--- config.mk ---
export PLATFORM = sky130hd
export DESIGN_NAME = shift_ctrl
export DESIGN_NICKNAME = d
export VERILOG_FILES = /design/src/rtl/shift_ctrl.sv
export SDC_FILE = /design/constraint.sdc
export NUM_CORES = 1
export LEC_CHECK = 0
export CORE_MARGIN = 5
export CORE_UTILIZATION = 46
export CTS_CLUSTER_SIZE = 8
export DETAILED_ROUTE_END_ITERATION = 6
export MAX_ROUTING_LAYER = met4
export PLACE_DENSITY = 0.82
export SYNTH_ARGS = -nofsm -noshare
export SYNTH_HDL_FRONTEND = slang
export SYNTH_SLANG_ARGS = --single-unit
--- constraint.sdc ---
create_clock -name clk -period 1.9 [get_ports clk]
set_input_delay 0.285 -clock clk [delete_from_list [all_inputs] [get_ports clk]]
set_output_delay 0.285 -clock clk [all_outputs]
set_load 0.01 [all_outputs]
--- src/rtl/shift_ctrl.sv ---
// Shift datapath sequencer: drives source/amount mux selects and the
// shifter command through load, shift and writeback for one operation.
module shift_ctrl #(
    parameter int unsigned LUI_AMT = 16,
    parameter int unsigned STATE_W = 3
) (
    input  logic       clk,
    input  logic       reset,
    input  logic       start,
    input  logic [2:0] op,
    output logic [1:0] shift_src,
    output logic [1:0] amt_src,
    output logic [2:0] shift_cmd,
    output logic       busy,
    output logic       done,
    output logic       res_we,
    output logic       err
);

    // The amount mux constant must be a legal 5-bit shift amount and
    // the state register must be able to hold all five states.
    if (LUI_AMT == 0 || LUI_AMT > 31) begin : g_bad_lui_amt
        $error("shift_ctrl: LUI_AMT must be in 1..31");
    end
    if (STATE_W < 3) begin : g_bad_state_w
        $error("shift_ctrl: STATE_W must be at least 3");
    end

    typedef enum logic [STATE_W-1:0] {
        S_IDLE  = STATE_W'(0),
        S_LOAD  = STATE_W'(1),
        S_SHIFT = STATE_W'(2),
        S_WB    = STATE_W'(3),
        S_ERR   = STATE_W'(4)
    } state_t;

    localparam logic [2:0] OP_SLL  = 3'b000;
    localparam logic [2:0] OP_SRL  = 3'b001;
    localparam logic [2:0] OP_SRA  = 3'b010;
    localparam logic [2:0] OP_SLLV = 3'b011;
    localparam logic [2:0] OP_SRLV = 3'b100;
    localparam logic [2:0] OP_SRAV = 3'b101;
    localparam logic [2:0] OP_LUI  = 3'b110;
    localparam logic [2:0] OP_ILL  = 3'b111;

    localparam logic [1:0] SRC_REGB = 2'b01;
    localparam logic [1:0] SRC_IMM  = 2'b10;
    localparam logic [1:0] AMT_SHAMT = 2'b00;
    localparam logic [1:0] AMT_REGA  = 2'b01;
    localparam logic [1:0] AMT_CONST = 2'b10;

    localparam logic [2:0] CMD_NOP  = 3'b000;
    localparam logic [2:0] CMD_LOAD = 3'b001;
    localparam logic [2:0] CMD_SLL  = 3'b010;
    localparam logic [2:0] CMD_SRL  = 3'b011;
    localparam logic [2:0] CMD_SRA  = 3'b100;

    state_t     state_q, state_d;
    logic [2:0] op_q, op_d;

    logic [1:0] shift_src_q, shift_src_d;
    logic [1:0] amt_src_q, amt_src_d;
    logic [2:0] shift_cmd_q, shift_cmd_d;
    logic       busy_q, busy_d;
    logic       done_q, done_d;
    logic       err_q, err_d;

    function automatic logic [1:0] src_of(input logic [2:0] o);
        logic [1:0] s;
        s = 2'b00;
        unique case (o)
            OP_SLL, OP_SRL, OP_SRA,
            OP_SLLV, OP_SRLV, OP_SRAV: s = SRC_REGB;
            OP_LUI:                    s = SRC_IMM;
            default:                   s = 2'b00;
        endcase
        return s;
    endfunction

    function automatic logic [1:0] amt_of(input logic [2:0] o);
        logic [1:0] a;
        a = AMT_SHAMT;
        unique case (o)
            OP_SLL, OP_SRL, OP_SRA:    a = AMT_SHAMT;
            OP_SLLV, OP_SRLV, OP_SRAV: a = AMT_REGA;
            OP_LUI:                    a = AMT_CONST;
            default:                   a = AMT_SHAMT;
        endcase
        return a;
    endfunction

    function automatic logic [2:0] dir_of(input logic [2:0] o);
        logic [2:0] c;
        c = CMD_NOP;
        unique case (o)
            OP_SLL, OP_SLLV, OP_LUI: c = CMD_SLL;
            OP_SRL, OP_SRLV:         c = CMD_SRL;
            OP_SRA, OP_SRAV:         c = CMD_SRA;
            default:                 c = CMD_NOP;
        endcase
        return c;
    endfunction

    // Next state and operation capture; op is latched only on acceptance.
    always_comb begin
        state_d = state_q;
        op_d    = op_q;
        unique case (state_q)
            S_IDLE: begin
                if (start) begin
                    if (op == OP_ILL) begin
                        state_d = S_ERR;
                    end else begin
                        op_d    = op;
                        state_d = S_LOAD;
                    end
                end
            end
            S_LOAD:  state_d = S_SHIFT;
            S_SHIFT: state_d = S_WB;
            S_WB:    state_d = S_IDLE;
            S_ERR:   state_d = S_IDLE;
            default: state_d = S_IDLE;
        endcase
    end

    // Output decode from the upcoming state so every output is a flop.
    always_comb begin
        shift_src_d = 2'b00;
        amt_src_d   = 2'b00;
        shift_cmd_d = CMD_NOP;
        busy_d      = 1'b0;
        done_d      = 1'b0;
        err_d       = 1'b0;
        unique case (state_d)
            S_IDLE: begin
                busy_d = 1'b0;
            end
            S_LOAD: begin
                shift_src_d = src_of(op_d);
                amt_src_d   = amt_of(op_d);
                shift_cmd_d = CMD_LOAD;
                busy_d      = 1'b1;
            end
            S_SHIFT: begin
                shift_src_d = src_of(op_d);
                amt_src_d   = amt_of(op_d);
                shift_cmd_d = dir_of(op_d);
                busy_d      = 1'b1;
            end
            S_WB: begin
                shift_src_d = src_of(op_d);
                amt_src_d   = amt_of(op_d);
                busy_d      = 1'b1;
                done_d      = 1'b1;
            end
            S_ERR: begin
                busy_d = 1'b1;
                err_d  = 1'b1;
            end
            default: begin
                busy_d = 1'b0;
            end
        endcase
    end

    // State, captured op and registered outputs.
    always_ff @(posedge clk) begin
        if (reset) begin
            state_q     <= S_IDLE;
            op_q        <= 3'b000;
            shift_src_q <= 2'b00;
            amt_src_q   <= 2'b00;
            shift_cmd_q <= CMD_NOP;
            busy_q      <= 1'b0;
            done_q      <= 1'b0;
            err_q       <= 1'b0;
        end else begin
            state_q     <= state_d;
            op_q        <= op_d;
            shift_src_q <= shift_src_d;
            amt_src_q   <= amt_src_d;
            shift_cmd_q <= shift_cmd_d;
            busy_q      <= busy_d;
            done_q      <= done_d;
            err_q       <= err_d;
        end
    end

    assign shift_src = shift_src_q;
    assign amt_src   = amt_src_q;
    assign shift_cmd = shift_cmd_q;
    assign busy      = busy_q;
    assign done      = done_q;
    assign res_we    = done_q;
    assign err       = err_q;

endmodule

# [Word level (Yosys, flattened, before mapping)]
# Index checks and enable logic that the tools add are counted.
[classes] n_mux=13 n_bitwise=1 eq_ne=13 reduce_logical=10
[op_table] operator="$pmux W3 S3" n=2
[op_table] operator="$eq A3 B2 Y1 const B" n=5
[op_table] operator="$eq A3 B3 Y1 const B" n=5
[op_table] operator="$mux W3" n=5
[op_table] operator="$eq A3 B1 Y1 const B" n=3
[op_table] operator="$reduce_or A3 Y1" n=3
[op_table] operator="$pmux W2 S2" n=2
[op_table] operator="$logic_not A3 Y1" n=2
[op_table] operator="$pmux W3 S2" n=1
[op_table] operator="$reduce_or A2 Y1" n=3
[op_table] operator="$reduce_or A6 Y1" n=1
[op_table] operator="$reduce_or A4 Y1" n=1
[op_table] operator="$mux W1" n=3
[op_table] operator="$not A1 Y1" n=1
[totals] reg_bits=16 in_bits=6 word_cells=45 output_inout_bits=11

# [Depth between registers and ports, before layout]
# Gate-level depths: netlist of the first run.
[depth] depth_word=8 depth_mapped=5 mapped_depth_nobuf=4

# [Worst setup path after synthesis of the first run]
# No wires, ideal clock.
[synth_timing] path_type="flip-flop to flip-flop" start="reg state_q[0]" end="reg amt_src_q[1] (netlist: amt_src[1])" synth_period_minus_slack_ns=1.457 arrival_ns=1.328 path_buffers=1 setup_time_ns=0.130 stages_incl_launch_ff=6 slack_ns=0.443 required_time_ns=1.770 cell_sequence="dfxtp_1 > or4b_4 > buf_6 > a21oi_1 > a21oi_1 > nor3b_1"
[synth_between] elab_chain_cells=6 word_cells_on_any_way=18 classes_between="9 x eq/ne; 4 x mux; 1 x bitwise; 4 x reduce/logical"
[synth_rtl] item="start: declaration" line_no="58" rtl="state_t state_q, state_d;"
[synth_rtl] item="start signal: assignment" line_no="179" rtl="state_q <= state_d;"
[synth_rtl] item="$eq A3 B2 Y1, or another cell as far along" line_no="108" rtl="unique case (state_q)"
[synth_rtl] item="$pmux W3 S3" line_no="108"
[synth_rtl] item="$eq A3 B2 Y1 or $eq A3 B1 Y1 (tied branches)" line_no="135" rtl="unique case (state_d)"
[synth_rtl] item="$reduce_or A3 Y1 (no source line)"
[synth_rtl] item="$not A1 Y1 (no source line)"
[synth_rtl] item="$reduce_or A2 Y1 (no source line)"
[synth_rtl] item="end signal: assignment" line_no="182" rtl="amt_src_q <= amt_src_d;"
[synth_rtl] item="end: declaration" line_no="62" rtl="logic [1:0] amt_src_q, amt_src_d;"
# Parallel ways exist; a longest one is shown, timed or not.
# A chain may end at the register's enable or synchronous reset.

# [Final worst setup path of the first run]
[layout_timing] start="in start" end="reg amt_src_q[0] (netlist: amt_src[0])"
[layout_between] elab_chain_cells=6 word_cells_on_any_way=16 classes_between="7 x eq/ne; 5 x mux; 1 x bitwise; 3 x reduce/logical"
[layout_rtl] item="start: declaration" line_no="9" rtl="input logic start,"
[layout_rtl] item="$mux W3" line_no="110" rtl="if (start) begin"
[layout_rtl] item="$pmux W3 S3" line_no="108"
[layout_rtl] item="$eq A3 B2 Y1 or $eq A3 B1 Y1 (tied branches)" line_no="135"
[layout_rtl] item="$reduce_or A3 Y1 (no source line)"
[layout_rtl] item="$not A1 Y1 (no source line)"
[layout_rtl] item="$reduce_or A2 Y1 (no source line)"
# Parallel ways exist; a longest one is shown, timed or not.

==> metrics.txt, run 1 <==
Net Count, Synth 79; filler cell count 131; Final Hold Fails 0; via count 613; largest net degree at the start of global routing 12; Routed WL 1.51 mm; Avg Cell Area, Syn 9.70 um^2; global-route wire length before repair 2.62 mm; cell count after synthesis 73; fin cells 111; Seq/Total Area, Yosys 45.2%; row cnt 14; Clk Latency, worst-skew pair 290 ps; Netlist cell types 33; Layout area overhead 33.2%; total chip power 939 uW; CTS sink count 16; grt total ovfl 0; Synth area leaders dfxtp_1 45%, nor3_1 4.9%, a21oi_1 4.2%, a21o_1 3.2%, nor3b_1 3.2%; CTS Buf Count 3; Hold-fix buffers, CTS 0; Iter 0 DRT Violations 16; vias in the first global route 587; Final Wtd Congestion 0.808; area leader, netlist dfxtp_1; CP startpoint kind input port; actual slew at the worst max-slew pin 350 ps; Power Density 995 nW/um^2; Antenna Nets Post-Route 0; share of layout cells above drive strength 1 21.1%; post_cts resized 0; critical path class input port to flip-flop; TritonRoute pass-1 iters 4; vias per inst 5.52; Worst slew margin 76.4%; DP HPWL 1.09 mm; Yosys warnings 0; unrepaired setup endpoints after global routing false; Max Slew Vio Count 0; TritonCTS clock tree yes; Cell Area, Synth 708 um^2; Placed Instance Area 907 um^2; Min-Delay Path Class flip-flop to flip-flop; outcome finished, final reports clean; number of synthesized register bits 16; Leak Pwr 0.368 nW; die width 49.2 um; placed insts 107; Final Critical Period 1620 ps; max-cap violation count 0; CTS max path bufs 2; clk_skew 5.19 ps; most frequent cells in the layout 16 x dfxtp_1, 16 x clkdlybuf4s50_1, 7 x nor3_1, 6 x a21oi_1, 6 x buf_4; starting density of the core 47.6%; initial antenna violation count 0; gr usage total 13.6%; Chip Height 49.2 um; H-tree depth 1; DIE AREA 2420 um^2; area fraction of the dominant cell type after synthesis 45.2%; Max FO, Critical Path 11; Final period util 85.5%; postcts setup bufs 0; CTS Root Cell clkbuf_4; data arrival time of the worst path 1810 ps; DRC 0; Setup Viol. Count Final 0; Crit. End Element flip-flop; ant diodes 0; Core ar. 1490 um^2; Worst VDD drop 526 uV; per-cell routed wire length 13.6 um; # IOs 17; critical path data required time 2090 ps; Nets 102; finished layout cell area 943 um^2; Port Buffer Count 16; clock transition at the registers of the reported paths 90 ps; Fmax 615 MHz
-- worst paths after layout --
check / startpoint / end / slack (ps) / depth (start not counted)
max: start / amt_src[0] / 280 / 5
min: state_q[2] / done / 570 / 1
max reg2reg: state_q[0] / amt_src[0] / 280 / 4
min reg2reg: state_q[2] / done / 570 / 1
-- where the power goes --
| group | leakage [nW] | total (mW) | switching, mW | internal [mW] |
|---|---|---|---|---|
| Sequential | 0.131 | 0.423 | 0.0403 | 0.383 |
| Clock | 0.0210 | 0.225 | 0.109 | 0.117 |
| Combinational | 0.216 | 0.291 | 0.136 | 0.155 |
| Total | 0.368 | 0.939 | 0.285 | 0.654 |
-- metrics by stage --
stage	util, %	setup TNS (ps)	hold WS [ps]	setup WS (ps)
global route	63.4	0	603	129
floorplan	-	0	381	443
detailed placement	60.9	-27.7	545	-27.7
CTS	63.4	0	564	270
finish	63.4	0	565	275
global placement	60.9	0	537	36.2
-- state kept, by name (all words and copies together) (netlist names) --
name / cells
state_q: 3
shift_src: 2
busy: 1
done: 1
op_q: 3
amt_src: 2
err: 1
shift_cmd: 3
-- critical path: stages --
cell and delay [ps]:
clkdlybuf4s50_1 470, or4b_4 560, nor2_2 150, a21oi_1 140
a2111oi_2 210
-- logic make-up (layout without fill, tap and decap cells) --
kind of cell / after synthesis / count (layout) / synth area share (%)
simple gates: 31 / 31 / 28.8
buf+inv: 6 / 28 / 4.77
compound gates: 18 / 18 / 18.7
xor+xnor: 2 / 2 / 2.47
flops: 16 / 16 / 45.2
-- cell type report --
cell class / count / area (um^2) / area share, %
inverters: 2 / 7.51 / 0.796
clock buffers: 4 / 36.3 / 3.85
well taps: 16 / 20.0 / 2.12
repair buffers: 22 / 205 / 21.8
multi-input cells: 51 / 354 / 37.5
flip-flops and latches: 16 / 320 / 34.0
-- synthesized netlist by cell type --
cell / number
dfxtp_1: 16
nor3_1: 7
a21oi_1: 6
nand2_1: 4
a21o_1: 3
nor2_1: 3
nor3b_1: 3
clkbuf_1: 2
inv_1: 2
nor2_2: 2
nor2b_1: 2
xnor2_1: 2
a2111oi_2: 1
a211oi_1: 1
a221oi_1: 1
a32oi_1: 1
and2_1: 1
and3b_1: 1
buf_4: 1
buf_6: 1
nand3_1: 1
nor2_4: 1
nor3_2: 1
nor4b_1: 1
nor4b_2: 1
o211ai_1: 1
o21a_1: 1
o21ai_0: 1
o31ai_1: 1
o31ai_2: 1
or2_2: 1
or4b_2: 1
or4b_4: 1
-- layer usage --
layer	vias to the layer above	track usage (%)	part of all wire (%)
met5	-	-	0
met4	0	6.73	1.4
met3	4	2.14	3.8
met2	12	18.7	45
met1	289	19.1	49
li1	308	-	-
No activity file was read; power rests on OpenSTA's default activity.
==> run 2, diff against run 1 <==
--- a/config.mk
+++ b/config.mk
@@ -11,6 +11,7 @@
 export DETAILED_ROUTE_END_ITERATION = 6
 export MAX_ROUTING_LAYER = met4
 export PLACE_DENSITY = 0.82
+export SLEW_MARGIN = 25
 export SYNTH_ARGS = -nofsm -noshare
 export SYNTH_HDL_FRONTEND = slang
 export SYNTH_SLANG_ARGS = --single-unit
==> results of run 2 <==
No change in the layout: final DEF, timing and power equal those of run 1.
==> run 3, diff against run 2 <==
--- a/config.mk
+++ b/config.mk
@@ -11,6 +11,7 @@
 export DETAILED_ROUTE_END_ITERATION = 6
 export MAX_ROUTING_LAYER = met4
 export PLACE_DENSITY = 0.82
+export SKIP_CTS_REPAIR_TIMING = 1
 export SLEW_MARGIN = 25
 export SYNTH_ARGS = -nofsm -noshare
 export SYNTH_HDL_FRONTEND = slang
==> results of run 3 <==
No change in the layout: final DEF, timing and power equal those of run 1.
